<file path="src/rtl/mult_sched_pkg.sv">
// Shared widths and the tag type that follows each product through the
// multiplier pipeline.
package mult_sched_pkg;

  localparam int unsigned A_W = 10;
  localparam int unsigned B_W = 9;
  localparam int unsigned P_W = 19;

  // Sized for the largest supported requester count (8).
  localparam int unsigned TAG_ID_W = 3;

  typedef struct packed {
    logic                valid;
    logic [TAG_ID_W-1:0] id;
  } tag_t;

endpackage

</file>
<file path="src/rtl/rr_arbiter.sv">
// Combinational round-robin arbiter: first set request at or after ptr wins,
// wrapping modulo NUM_REQ.
module rr_arbiter #(
  parameter int unsigned NUM_REQ = 4,
  parameter int unsigned ID_W    = 2
) (
  input  logic [NUM_REQ-1:0] req,
  input  logic [ID_W-1:0]    ptr,
  output logic [NUM_REQ-1:0] grant,
  output logic [ID_W-1:0]    idx,
  output logic               any
);

  int unsigned k;

  always_comb begin
    grant = '0;
    idx   = '0;
    any   = 1'b0;
    k     = 0;
    for (int unsigned off = 0; off < NUM_REQ; off++) begin
      k = (32'(ptr) + off) % NUM_REQ;
      if (!any && req[k]) begin
        any      = 1'b1;
        grant[k] = 1'b1;
        idx      = ID_W'(k);
      end
    end
  end

endmodule

</file>
<file path="src/rtl/mult_share_sched.sv">
// Round-robin scheduler time-sharing one pipelined multiplier between
// NUM_REQ requesters, returning each product to the requester that issued it.
module mult_share_sched
  import mult_sched_pkg::*;
#(
  parameter int unsigned NUM_REQ  = 4,
  parameter int unsigned MULT_LAT = 1,
  parameter int unsigned ID_W     = 2
) (
  input  logic                            clk,
  input  logic                            rst_n,
  input  logic [NUM_REQ-1:0]              req_valid,
  output logic [NUM_REQ-1:0]              req_ready,
  input  logic [A_W*NUM_REQ-1:0]          req_a,
  input  logic [B_W*NUM_REQ-1:0]          req_b,
  output logic [A_W-1:0]                  mult_a,
  output logic [B_W-1:0]                  mult_b,
  input  logic [P_W-1:0]                  mult_p,
  output logic [NUM_REQ-1:0]              rsp_valid,
  output logic [P_W-1:0]                  rsp_p,
  output logic [$clog2(MULT_LAT+2)-1:0]   inflight
);

  localparam int unsigned CNT_W = $clog2(MULT_LAT + 2);

  logic [NUM_REQ-1:0] grant;
  logic [ID_W-1:0]    grant_idx;
  logic               grant_any;
  logic               hs;
  logic [ID_W-1:0]    ptr_q, ptr_d;

  // issue_tag_q lines up with mult_a/mult_b; trk_q[MULT_LAT-1] lines up with mult_p.
  tag_t issue_tag_q;
  tag_t trk_q [MULT_LAT];
  tag_t last_tag;

  rr_arbiter #(
    .NUM_REQ(NUM_REQ),
    .ID_W   (ID_W)
  ) u_arb (
    .req  (req_valid),
    .ptr  (ptr_q),
    .grant(grant),
    .idx  (grant_idx),
    .any  (grant_any)
  );

  always_comb begin
    req_ready = rst_n ? grant : '0;
    hs        = rst_n & grant_any;
    ptr_d     = ptr_q;
    if (hs) begin
      ptr_d = (grant_idx == ID_W'(NUM_REQ - 1)) ? '0 : grant_idx + ID_W'(1);
    end
    last_tag = trk_q[MULT_LAT-1];
  end

  always_ff @(posedge clk) begin
    if (!rst_n) begin
      ptr_q       <= '0;
      mult_a      <= '0;
      mult_b      <= '0;
      issue_tag_q <= '0;
      for (int i = 0; i < int'(MULT_LAT); i++) begin
        trk_q[i] <= '0;
      end
      rsp_valid <= '0;
      rsp_p     <= '0;
      inflight  <= '0;
    end else begin
      ptr_q <= ptr_d;
      // Operands hold when idle to avoid needless toggling at the multiplier.
      if (hs) begin
        mult_a <= req_a[A_W*32'(grant_idx) +: A_W];
        mult_b <= req_b[B_W*32'(grant_idx) +: B_W];
      end
      issue_tag_q <= '{valid: hs, id: TAG_ID_W'(grant_idx)};
      trk_q[0]    <= issue_tag_q;
      for (int i = 1; i < int'(MULT_LAT); i++) begin
        trk_q[i] <= trk_q[i-1];
      end

      rsp_valid <= '0;
      if (last_tag.valid) begin
        rsp_valid <= NUM_REQ'(1) << last_tag.id;
        rsp_p     <= mult_p;
      end

      unique case ({hs, last_tag.valid})
        2'b10:   inflight <= inflight + CNT_W'(1);
        2'b01:   inflight <= inflight - CNT_W'(1);
        default: inflight <= inflight;
      endcase
    end
  end

endmodule

</file>
<file path="config.mk">
export PLATFORM = sky130hd
export DESIGN_NAME = mult_share_sched
export DESIGN_NICKNAME = d
export VERILOG_FILES = /design/src/rtl/mult_sched_pkg.sv /design/src/rtl/rr_arbiter.sv /design/src/rtl/mult_share_sched.sv
export SDC_FILE = /design/constraint.sdc
export NUM_CORES = 1
export LEC_CHECK = 0
export BUFFER_PORTS_ARGS = -buffer_cell sky130_fd_sc_hd__buf_4
export CAP_MARGIN = 20
export CORE_ASPECT_RATIO = 0.9
export CORE_MARGIN = 2
export CORE_UTILIZATION = 35
export CTS_BUF_LIST = sky130_fd_sc_hd__clkbuf_8
export CTS_CLUSTER_DIAMETER = 30
export DETAILED_ROUTE_END_ITERATION = 8
export GPL_ROUTABILITY_DRIVEN = 0
export RECOVER_POWER = 50
export SYNTH_ARGS = -nofsm -noshare
export SYNTH_HDL_FRONTEND = slang
export SYNTH_SLANG_ARGS = --single-unit
</file>
<file path="constraint.sdc">
create_clock -name clk -period 4.05 [get_ports clk]
set_clock_uncertainty 0.05 [all_clocks]
set_input_delay 1.0125 -clock clk [delete_from_list [all_inputs] [get_ports clk]]
set_output_delay 1.0125 -clock clk [all_outputs]
set_load 0.01 [all_outputs]
</file>
# ---- Word level (Yosys, flattened, before mapping)
# Memory sizes are Yosys's and may differ from the RTL's.
# Index checks and enable logic that the tools add are counted.
dict set report classes {
  n_reduce_logical 13
  magnitude_cmp 8
  eq_ne 3
  bitwise 4
  mux 35
  add_sub_neg 6
  shifts 3
  div_mod_pow 0
  multipliers 2
}
# operator count
set ops {}
lappend ops {{40-bit by 7-bit indexed part select with 10-bit output} 1}
lappend ops {{36-bit by 7-bit indexed part select with 9-bit output} 1}
lappend ops {{4-bit 2-to-1 mux} 6}
lappend ops {{1-bit 2-to-1 mux} 15}
lappend ops {{2-bit by 3-bit < comparator with 1-bit output, second input constant} 4}
lappend ops {{4-bit bitwise OR} 3}
lappend ops {{2-bit 2-to-1 mux} 5}
lappend ops {{1-bit binary-select mux with 2-bit select} 4}
lappend ops {{1-bit demux with 2-bit select} 4}
lappend ops {{2-bit by 1-bit >= comparator with 1-bit output, second input constant} 4}
lappend ops {{1-bit logical AND} 7}
lappend ops {{2-bit by 1-bit adder with 2-bit output, second input constant} 3}
lappend ops {{4-bit by 2-bit multiplier with 6-bit output, first input constant} 1}
lappend ops {{3-bit by 2-bit multiplier with 5-bit output, first input constant} 1}
lappend ops {{2-bit adder, second input constant} 2}
lappend ops {{2-bit equality test, second input constant} 2}
lappend ops {{2-bit one-hot mux with 2 select lines} 1}
lappend ops {{4-bit OR reduction} 1}
lappend ops {{1-bit by 3-bit left shift with 4-bit output, first input constant} 1}
lappend ops {{1-bit zero test} 3}
lappend ops {{2-bit by 1-bit equality test with 1-bit output, second input constant} 1}
lappend ops {{2-bit AND reduction} 1}
lappend ops {{2-bit nonzero test} 1}
lappend ops {{2-bit by 1-bit subtractor with 2-bit output, second input constant} 1}
lappend ops {{1-bit AND} 1}
dict set report word_totals {
  mem_bits_ro 0
  output_inout_bits 48
  elab_cells 84
  register_bits 50
  latchBits 0
  memories 1
  ram_bits 4
  in_bits 101
}
# memory words word_bits read_ports rd_ports_with_merged_regs write_ports line
set mem_list {}
lappend mem_list {trk_q 1 4 1 0 1 mult_share_sched.sv:34} ;# tag_t trk_q [MULT_LAT];

# ---- Logic depth before layout (Yosys ltp)
# Gate-level depths: netlist (run 1).
dict set report depth {
  ltp_word 15
  ltp_mapped 13
  depth_no_buf 10
}

# ---- By module
# A second synthesis (run 1) with hierarchy kept.
dict set report unflattened {
  cells_unflattened 263
  area_unflattened_um2 2822.7
}
# module cells_per_inst seq_area_each_um2 n_inst area_per_inst_um2
set by_module_without_submodules {}
lappend by_module_without_submodules {mult_share_sched 218 1041.0 1 2401.1}
lappend by_module_without_submodules {rr_arbiter 45 0.0 1 421.7}

# ---- Least setup slack after synthesis (run 1)
# OpenSTA, ideal clock, no wires.
dict set report synth_timing {
  path_kind {reg-to-output}
  startpoint {register ptr_q[0]}
  endpoint {output req_ready[0]}
  t_required_ps 2988
  slack_ps 647
  stages_incl_launch_ff 12
  t_arrival_ps 2341
  path_buffers 3
  path_cell_list {dfxtp_1 -> buf_6 -> buf_6 -> inv_1 -> ha_1 -> buf_1 -> mux4_2 -> nor2b_4 -> a22oi_1 -> nor2_1 -> a21oi_1 -> a21oi_1}
}
dict set report synth_between {
  elab_chain_len 13
  word_cells_on_any_way 48
  classes_between {add/sub (3); order compare (8); mux (24); bitwise (3); reduce/logical (10)}
}
# element line
set synth_rtl {}
lappend synth_rtl {{start, declared} mult_share_sched.sv:30} ;# logic [ID_W-1:0] ptr_q, ptr_d;
lappend synth_rtl {{start signal, assigned} mult_share_sched.sv:71} ;# ptr_q <= ptr_d;
lappend synth_rtl {{branches (longest 11 deep; another with 2-bit by 3-bit < comparator with 1-bit output)} -}
lappend synth_rtl {{4-bit 2-to-1 mux *} rr_arbiter.sv:23} ;# if (!any && req[k]) begin
lappend synth_rtl {{4-bit 2-to-1 mux *} mult_share_sched.sv:49} ;# req_ready = rst_n ? grant : '0;
lappend synth_rtl {{end, declared} mult_share_sched.sv:13} ;# output logic [NUM_REQ-1:0] req_ready,
# Every way passes the cells marked *. The select of a mux whose other input is x is not followed.

# ---- Worst setup path in the final report (run 1)
dict set report layout_timing {
  startpoint {input req_valid[1]}
  endpoint {output req_ready[1]}
}
dict set report layout_between {
  elab_chain_len 13
  word_cells_on_any_way 25
  classes_between {mux (16); bitwise (3); reduce/logical (6)}
}
# element line
set layout_rtl {}
lappend layout_rtl {{start, declared} mult_share_sched.sv:12} ;# input logic [NUM_REQ-1:0] req_valid,
lappend layout_rtl {{1-bit binary-select mux with 2-bit select} rr_arbiter.sv:23}
lappend layout_rtl {{1-bit 2-to-1 mux (not written as such)} rr_arbiter.sv:23}
lappend layout_rtl {{1-bit 2-to-1 mux} rr_arbiter.sv:23}
lappend layout_rtl {{1-bit zero test} rr_arbiter.sv:23}
lappend layout_rtl {{1-bit logical AND} rr_arbiter.sv:23}
lappend layout_rtl {{1-bit 2-to-1 mux} rr_arbiter.sv:23}
lappend layout_rtl {{1-bit zero test} rr_arbiter.sv:23}
lappend layout_rtl {{1-bit logical AND} rr_arbiter.sv:23}
lappend layout_rtl {{1-bit 2-to-1 mux} rr_arbiter.sv:23}
lappend layout_rtl {{1-bit zero test} rr_arbiter.sv:23}
lappend layout_rtl {{1-bit logical AND} rr_arbiter.sv:23}
lappend layout_rtl {{4-bit 2-to-1 mux *} rr_arbiter.sv:23}
lappend layout_rtl {{4-bit 2-to-1 mux *} mult_share_sched.sv:49}
# Every way passes the cells marked *; elsewhere a longest branch is shown, timed or not. The select of a mux whose other input is x is not followed.

==> out/qor.json, run 1 <==
{
  "async_reset_ff_frac": {"value": 0},
  "critical_path.startpoint_type": {"value": "input pin"},
  "share_of_cells_above_drive_strength_1": {"value": 0.376},
  "via_count": {"value": 2861},
  "grt_usage": {"value": 0.182},
  "grt_max_degree": {"value": 23},
  "reg2regPathDepth": {"value": 9},
  "setup_repair_bufs_after_cts": {"value": 0},
  "x_dimension_of_the_die": {"value": 103, "unit": "um"},
  "detail_route.wirelength.met1": {"value": 3900, "unit": "um"},
  "tritoncts": {"value": "done"},
  "hp-start": {"value": "issue_tag_q[1]$_SDFF_PN0_"},
  "grt_pass1_vias": {"value": 2829},
  "power.sequential.fraction": {"value": 0.285},
  "mappedNetlistNets": {"value": 438},
  "cts_max_level": {"value": 2},
  "postCtsHoldBufs": {"value": 0},
  "worst_ep_required_time": {"value": 2.99, "unit": "ns"},
  "detail_route.first_pass.iterations": {"value": 5},
  "dieArea": {"value": 0.00959, "unit": "mm^2"},
  "worst_hold_slack": {"value": 0.394, "unit": "ns"},
  "power_per_cell_area": {"value": 559, "unit": "mW/mm^2"},
  "largest_driver_fanout_on_the_critical_path": {"value": 11},
  "worst_pin_slew": {"value": 0.812, "unit": "ns"},
  "wirelength": {"value": 8760, "unit": "um"},
  "antennaDiodeCount": {"value": 0},
  "leakagePower": {"value": 1.86, "unit": "nW"},
  "path_delay_family": {"value": "multiplexers"},
  "postCtsResizedCells": {"value": 0},
  "report.power.total": {"value": 0.00237, "unit": "W"},
  "grt_total_ovfl": {"value": 0},
  "synth_mux_area_frac": {"value": 0.159},
  "crit_path_end_kind": {"value": "primary output"},
  "setup_viol": {"value": 0},
  "hold_viol": {"value": 0},
  "drt.antenna.violating_nets": {"value": 0},
  "cts_max_path_buffers": {"value": 2},
  "post_synth_most_frequent_cells": {"value": "52 x sky130_fd_sc_hd__dfxtp_1, 40 x sky130_fd_sc_hd__mux2i_1, 27 x sky130_fd_sc_hd__nor2_1"},
  "critical_path_cell_with_the_highest_stage_delay": {"value": "sky130_fd_sc_hd__mux4_2"},
  "antenna_found_initial": {"value": 0},
  "cts_sinks": {"value": 52},
  "detail_route.drc_violations": {"value": 0},
  "synth_area_leader_cell": {"value": "sky130_fd_sc_hd__dfxtp_1"},
  "dominant_combinational_cell_family_by_area_after_synthesis": {"value": "compound AO/OA/AOI/OAI gates"},
  "setup_total_negative_slack": {"value": 0, "unit": "ns"},
  "routed-wl-met3": {"value": 642, "unit": "um"},
  "cts_made_buffers": {"value": 5},
  "die_y": {"value": 93.1, "unit": "um"},
  "ios": {"value": 149},
  "yosys.area_share.simple": {"value": 0.162},
  "number_of_synthesized_flops_with_an_enable_pin": {"value": 0},
  "rr_startpoint": {"value": "ptr_q[0]$_SDFFE_PN0P_"},
  "synth.lib_cells_used.distinct": {"value": 49},
  "crit_path_max_incr_delay": {"value": 0.60, "unit": "ns"},
  "initial_core_util": {"value": 0.360},
  "path_cells": {"value": "buf_4 > mux4_2 > nor2b_4 > a22oi_1 > nor2_1 > a21oi_1 > a21oi_1 > buf_4"},
  "via_per_inst": {"value": 4.89},
  "fin_crit_sh": {"value": 0.902},
  "num-nets-final": {"value": 576},
  "yosysSeqAreaShare": {"value": 0.337},
  "critical_path_class": {"value": "in2out"},
  "period_needed": {"value": 3.65, "unit": "ns"},
  "cp-startpoint": {"value": "req_valid[1]"},
  "mappedNetlistArea": {"value": 0.00309, "unit": "mm^2"},
  "outcome": {"value": "complete, no violations"},
  "top_signal_layer_used": {"value": "met4"},
  "synth_xor_area_frac": {"value": 0.00567},
  "clk_transition_reported_paths": {"value": 0.09, "unit": "ns"},
  "dp_hpwl": {"value": 6440, "unit": "um"},
  "routed-wl-met2": {"value": 4140, "unit": "um"},
  "max-slew-margin-rel": {"value": 0.459},
  "p_sw": {"value": 0.000997, "unit": "W"},
  "detail_route.iter0.violations": {"value": 63},
  "cts.root.buffer_cell": {"value": "sky130_fd_sc_hd__clkbuf_8"},
  "power_frac_clock": {"value": 0.132},
  "critical_path_arrival": {"value": 2.59, "unit": "ns"},
  "place.port_buffers": {"value": 148},
  "synthMostInstantiatedCell": {"value": "sky130_fd_sc_hd__dfxtp_1"},
  "yosysWarningCount": {"value": 0},
  "share_comb_of_total_power": {"value": 0.583},
  "detail_route.wl_per_cell": {"value": 15.0, "unit": "um"},
  "core_area": {"value": 0.00857, "unit": "mm^2"},
  "synth.top_cells.by_area": {"value": "sky130_fd_sc_hd__dfxtp_1 34%, sky130_fd_sc_hd__mux2i_1 13%, sky130_fd_sc_hd__o211ai_2 7.7%, sky130_fd_sc_hd__ha_1 4.1%, sky130_fd_sc_hd__o21ai_0 3.4%"},
  "yosys.area.top_type_share": {"value": 0.337},
  "maxCapViolCount": {"value": 0},
  "buffers_plus_inverters_on_the_worst_setup_path": {"value": 2},
  "placementRows": {"value": 32},
  "syn2layout_area_growth": {"value": 37.3, "unit": "%"},
  "worstHoldPathCells": {"value": 1},
  "insertion_delay": {"value": 0.30, "unit": "ns"},
  "power_switching_share": {"value": 0.421},
  "ys_ff_latch": {"value": 52},
  "peakVddDrop": {"value": 0.247, "unit": "mV"},
  "rsz0062_at_grt": {"value": "no"},
  "synth_compound_gate_area_share": {"value": 0.240},
  "critical_path.reg2reg.endpoint": {"value": "mult_a[9]$_SDFFE_PN0P_"},
  "worstHoldPathType": {"value": "reg2reg"},
  "cell_internal_pwr": {"value": 0.00137, "unit": "W"},
  "yosys_most_used_dff": {"value": "sky130_fd_sc_hd__dfxtp_1"},
  "drv_slew": {"value": 0},
  "timing.reg2reg.setup_slack": {"value": 1.17, "unit": "ns"},
  "synth_adder_area_share": {"value": 0.0405},
  "post_synth_inst_count": {"value": 327},
  "postSynthAreaPerCell": {"value": 9.44, "unit": "um^2"},
  "timing.fmax": {"value": 274, "unit": "MHz"},
  "hold_end": {"value": "trk_q[0][1]$_SDFF_PN0_"},
  "grt_pass1_wl": {"value": 13800, "unit": "um"}
}
==> metal layers <==
metal  up-vias  GRT usage
met3         6     0.0493
met2       116      0.308
li1       1444          -
met5         -          0
met4         0     0.0450
met1      1295      0.230
==> sequential cells by signal (all words and copies together), names as in the netlist <==
signal	flops
rsp_p	19
mult_a	10
mult_b	9
rsp_valid	4
issue_tag_q	3
trk_q	3
inflight	2
ptr_q	2
==> placed cells by master (no fill, tap or decap), types with 2 or more instances in the layout <==
cell type	count
sky130_fd_sc_hd__inv_1	6
sky130_fd_sc_hd__a21bo_2	9
sky130_fd_sc_hd__nand2b_1	6
sky130_fd_sc_hd__a22oi_1	4
sky130_fd_sc_hd__a21bo_1	10
sky130_fd_sc_hd__and2_1	3
sky130_fd_sc_hd__nand3_1	19
sky130_fd_sc_hd__mux2i_1	40
sky130_fd_sc_hd__a21oi_1	14
sky130_fd_sc_hd__clkbuf_8	5
sky130_fd_sc_hd__nor3_1	3
sky130_fd_sc_hd__or3_1	3
sky130_fd_sc_hd__buf_4	123
sky130_fd_sc_hd__nor2_1	27
sky130_fd_sc_hd__o211ai_2	19
sky130_fd_sc_hd__o21ai_2	2
sky130_fd_sc_hd__o21ai_0	21
sky130_fd_sc_hd__nor2b_1	3
sky130_fd_sc_hd__nand2_1	22
sky130_fd_sc_hd__ha_1	10
sky130_fd_sc_hd__nor3b_1	2
sky130_fd_sc_hd__dfxtp_1	52
sky130_fd_sc_hd__clkbuf_1	33
sky130_fd_sc_hd__mux4_2	3
sky130_fd_sc_hd__a211oi_1	2
==> cells by family after synthesis <==
family / after synthesis
simple gates: 99
buf+inv: 31
flops: 52
fa+ha+maj: 10
mux: 45
xor+xnor: 2
compound gates: 88
==> area by class of cell <==
type	count	area, um^2
Fill cell	878	4330
Multi-Input combinational cell	244	1880
Timing Repair Buffer	156	1050
Sequential cell	52	1040
Tap cell	119	149
Clock buffer	5	68.8
Clock inverter	3	27.5
Inverter	6	22.5
==> through the flow <==
step	worst slack [ns]	utilization	std cells	instance area (um^2)
finish	0.396	0.495	585	4240
global route	0.284	0.495	585	4240
CTS	0.405	0.509	585	4360
detailed placement	0.411	0.498	577	4270
global placement	0.460	0.498	577	4270
floorplan	0.647	-	327	3090
==> worst max path at each step <==
stage,endpoint,slack [ns],cells past startpoint
2_1_floorplan,req_ready[0],0.65,11
3_3_place_gp,req_ready[2],0.46,8
3_5_place_dp,req_ready[1],0.41,8
4_1_cts,req_ready[1],0.41,8
5_1_grt,req_ready[1],0.28,9
6_report,req_ready[1],0.40,8
==> power groups by stage <==
stage	logic, W	registers [W]	clock network [W]
2_1_floorplan	0.000991	0.000726	0
3_3_place_gp	0.00142	0.000684	0
3_5_place_dp	0.00144	0.000685	0
4_1_cts	0.00144	0.000677	0.000330
5_1_grt	0.00151	0.000690	0.000351
6_report	0.00138	0.000675	0.000312
Power figures use the tool's default switching activity.
==> run 2: changes to the inputs <==
==> constraint.sdc (replaced) <==
create_clock -name clk -period 4.05 [get_ports clk]
set_clock_uncertainty 0.05 [all_clocks]
set_input_delay 0.405 -clock clk [delete_from_list [all_inputs] [get_ports clk]]
set_output_delay 0.405 -clock clk [all_outputs]
set_load 0.01 [all_outputs]
==> out/qor.json, run 2 (synthesis gave the netlist of run 1 again) <==
{
  "antennaDiodeCount": {"value": 0},
  "grt_pass1_vias": {"value": 2925},
  "drv_slew": {"value": 0},
  "place.port_buffers": {"value": 148},
  "final_common_cell": {"value": "sky130_fd_sc_hd__buf_4"},
  "met2_usage_in_global_routing": {"value": 0.317},
  "multiInputGateArea": {"value": 0.00188, "unit": "mm^2"},
  "gr-max-usage-layer": {"value": "met2"},
  "detail_route.wl_per_cell": {"value": 15.4, "unit": "um"},
  "rsz0062_at_grt": {"value": "no"},
  "tritoncts": {"value": "done"},
  "fin_crit_sh": {"value": 0.805},
  "timing.fmax": {"value": 307, "unit": "MHz"},
  "setup_total_negative_slack": {"value": 0, "unit": "ns"},
  "p_sw": {"value": 0.000996, "unit": "W"},
  "max-slew-margin-rel": {"value": 0.0215},
  "hp-start": {"value": "mult_p[4]"},
  "dpl-instance-area": {"value": 0.00426, "unit": "mm^2"},
  "x_dimension_of_the_die": {"value": 103, "unit": "um"},
  "cts_sinks": {"value": 52},
  "setup_repair_bufs_after_cts": {"value": 0},
  "core_area": {"value": 0.00857, "unit": "mm^2"},
  "final_critical_path_setup_slack": {"value": 0.789, "unit": "ns"},
  "placementRows": {"value": 32},
  "postCtsResizedCells": {"value": 0},
  "met1_usage": {"value": 0.226},
  "largest_registers": {"value": "rsp_p (19), mult_a (10), mult_b (9)"},
  "num-nets-final": {"value": 575},
  "crit_path_end_kind": {"value": "primary output"},
  "leakagePower": {"value": 1.89, "unit": "nW"},
  "insertion_delay": {"value": 0.31, "unit": "ns"},
  "worstHoldPathCells": {"value": 3},
  "detail_route.first_pass.iterations": {"value": 4},
  "dieArea": {"value": 0.00959, "unit": "mm^2"},
  "outcome": {"value": "complete, no violations"},
  "ios": {"value": 149},
  "peakVddDrop": {"value": 0.301, "unit": "mV"},
  "antenna_found_initial": {"value": 0},
  "cts.root.buffer_cell": {"value": "sky130_fd_sc_hd__clkbuf_8"},
  "reg2regPathDepth": {"value": 10},
  "power_switching_share": {"value": 0.415},
  "syn2layout_area_growth": {"value": 39.1, "unit": "%"},
  "rr_startpoint": {"value": "ptr_q[1]$_SDFFE_PN0P_"},
  "seq_area": {"value": 0.00104, "unit": "mm^2"},
  "grt_total_ovfl": {"value": 0},
  "critical_path.startpoint_type": {"value": "register"},
  "postCtsHoldBufs": {"value": 0},
  "cts_max_level": {"value": 2},
  "share_of_cells_above_drive_strength_1": {"value": 0.389},
  "most-common-layout-cells": {"value": "126 x sky130_fd_sc_hd__buf_4, 52 x sky130_fd_sc_hd__dfxtp_1, 40 x sky130_fd_sc_hd__mux2i_1"},
  "cell_internal_pwr": {"value": 0.00141, "unit": "W"},
  "clk_transition_reported_paths": {"value": 0.11, "unit": "ns"},
  "largest_driver_fanout_on_the_critical_path": {"value": 12},
  "die_y": {"value": 93.1, "unit": "um"},
  "power.sequential.fraction": {"value": 0.286},
  "wirelength": {"value": 8990, "unit": "um"},
  "filler_cell_count": {"value": 846},
  "cts_max_path_buffers": {"value": 2},
  "regMostFlops": {"value": "rsp_p"},
  "worst_ep_required_time": {"value": 3.60, "unit": "ns"},
  "timing.reg2reg.setup_slack": {"value": 1.00, "unit": "ns"},
  "grt_usage": {"value": 0.187},
  "power_per_cell_area": {"value": 559, "unit": "mW/mm^2"},
  "initial_core_util": {"value": 0.360},
  "grt_max_degree": {"value": 32},
  "final_area": {"value": 0.00429, "unit": "mm^2"},
  "grt_pass1_wl": {"value": 14300, "unit": "um"},
  "worstHoldPathType": {"value": "in2reg"},
  "share_comb_of_total_power": {"value": 0.583},
  "met3_usage": {"value": 0.0613},
  "largest_register_ff_count": {"value": 19},
  "detail_route.drc_violations": {"value": 0},
  "period_needed": {"value": 3.26, "unit": "ns"},
  "drt.antenna.violating_nets": {"value": 0},
  "maxCapViolCount": {"value": 0},
  "fin_util": {"value": 0.501},
  "via_per_inst": {"value": 4.99},
  "dp_hpwl": {"value": 6520, "unit": "um"},
  "critical_path.reg2reg.endpoint": {"value": "ptr_q[0]$_SDFFE_PN0P_"},
  "dp_worst_setup_slack": {"value": 1.04, "unit": "ns"},
  "hold_end": {"value": "rsp_p[4]$_SDFFE_PN0P_"},
  "power_frac_clock": {"value": 0.131},
  "worst_pin_slew": {"value": 1.47, "unit": "ns"},
  "setup_viol": {"value": 0},
  "cts_made_buffers": {"value": 5},
  "critical_path_arrival": {"value": 2.81, "unit": "ns"},
  "detail_route.iter0.violations": {"value": 134},
  "via_count": {"value": 2917},
  "hold_viol": {"value": 0},
  "critical_path_class": {"value": "reg2out"}
}
[run 2: cell count changes in the layout (fill, tap and decap cells not counted), sizes merged]
cell    before  now
clkbuf      38   31
buf        123  129
[run 2: layout make-up]
cell class | instances | share of cell area
multi-input cells | 244 | 0.439
repair buffers | 155 | 0.257
flip-flops and latches | 52 | 0.242
well taps | 119 | 0.0347
clock buffers | 5 | 0.0160
clock inverters | 3 | 0.00641
inverters | 6 | 0.00524
[run 2: worst max-delay path by stage]
stage / cells after the start / from / end
3_5_place_dp: 10 / ptr_q[1]$_SDFFE_PN0P_ / ptr_q[0]$_SDFFE_PN0P_
4_1_cts: 9 / ptr_q[1]$_SDFFE_PN0P_ / req_ready[2]
2_1_floorplan: 12 / ptr_q[0]$_SDFFE_PN0P_ / ptr_q[0]$_SDFFE_PN0P_
6_report: 9 / ptr_q[1]$_SDFFE_PN0P_ / req_ready[2]
5_1_grt: 9 / ptr_q[1]$_SDFFE_PN0P_ / req_ready[2]
3_3_place_gp: 10 / ptr_q[1]$_SDFFE_PN0P_ / ptr_q[0]$_SDFFE_PN0P_
[run 2: through the flow]
step	hold WS, ns	power, W	cells
5_1_grt	0.272	0.00258	584
6_report	0.277	0.00240	584
4_1_cts	0.268	0.00246	582
2_1_floorplan	0.362	0.00172	327
3_5_place_dp	0.371	0.00213	574
3_3_place_gp	0.368	0.00211	574
[run 2: layer usage]
| metal | up-vias | part of all wire |
|---|---|---|
| li1 | 1445 | - |
| met1 | 1345 | 0.42 |
| met2 | 116 | 0.48 |
| met3 | 11 | 0.086 |
| met4 | 0 | 0.015 |
| met5 | - | 0 |
[run 2: worst max-delay path: stages, from the launching register on]
cell                      delay, ns
sky130_fd_sc_hd__dfxtp_1       0.60
sky130_fd_sc_hd__inv_1         0.17
sky130_fd_sc_hd__ha_1          0.45
sky130_fd_sc_hd__mux4_2        0.46
sky130_fd_sc_hd__nor2b_4       0.24
sky130_fd_sc_hd__a22oi_1       0.10
sky130_fd_sc_hd__nor2_1        0.10
sky130_fd_sc_hd__a21oi_1       0.05
sky130_fd_sc_hd__a21oi_1       0.16
sky130_fd_sc_hd__buf_4         0.15
[run 2: power by group through the flow]
stage	Sequential [W]	Combinational (W)	Clock, W
floorplan	0.000726	0.000991	0
global placement	0.000696	0.00141	0
detailed placement	0.000698	0.00144	0
CTS	0.000690	0.00144	0.000328
global route	0.000703	0.00154	0.000342
finish	0.000687	0.00140	0.000315
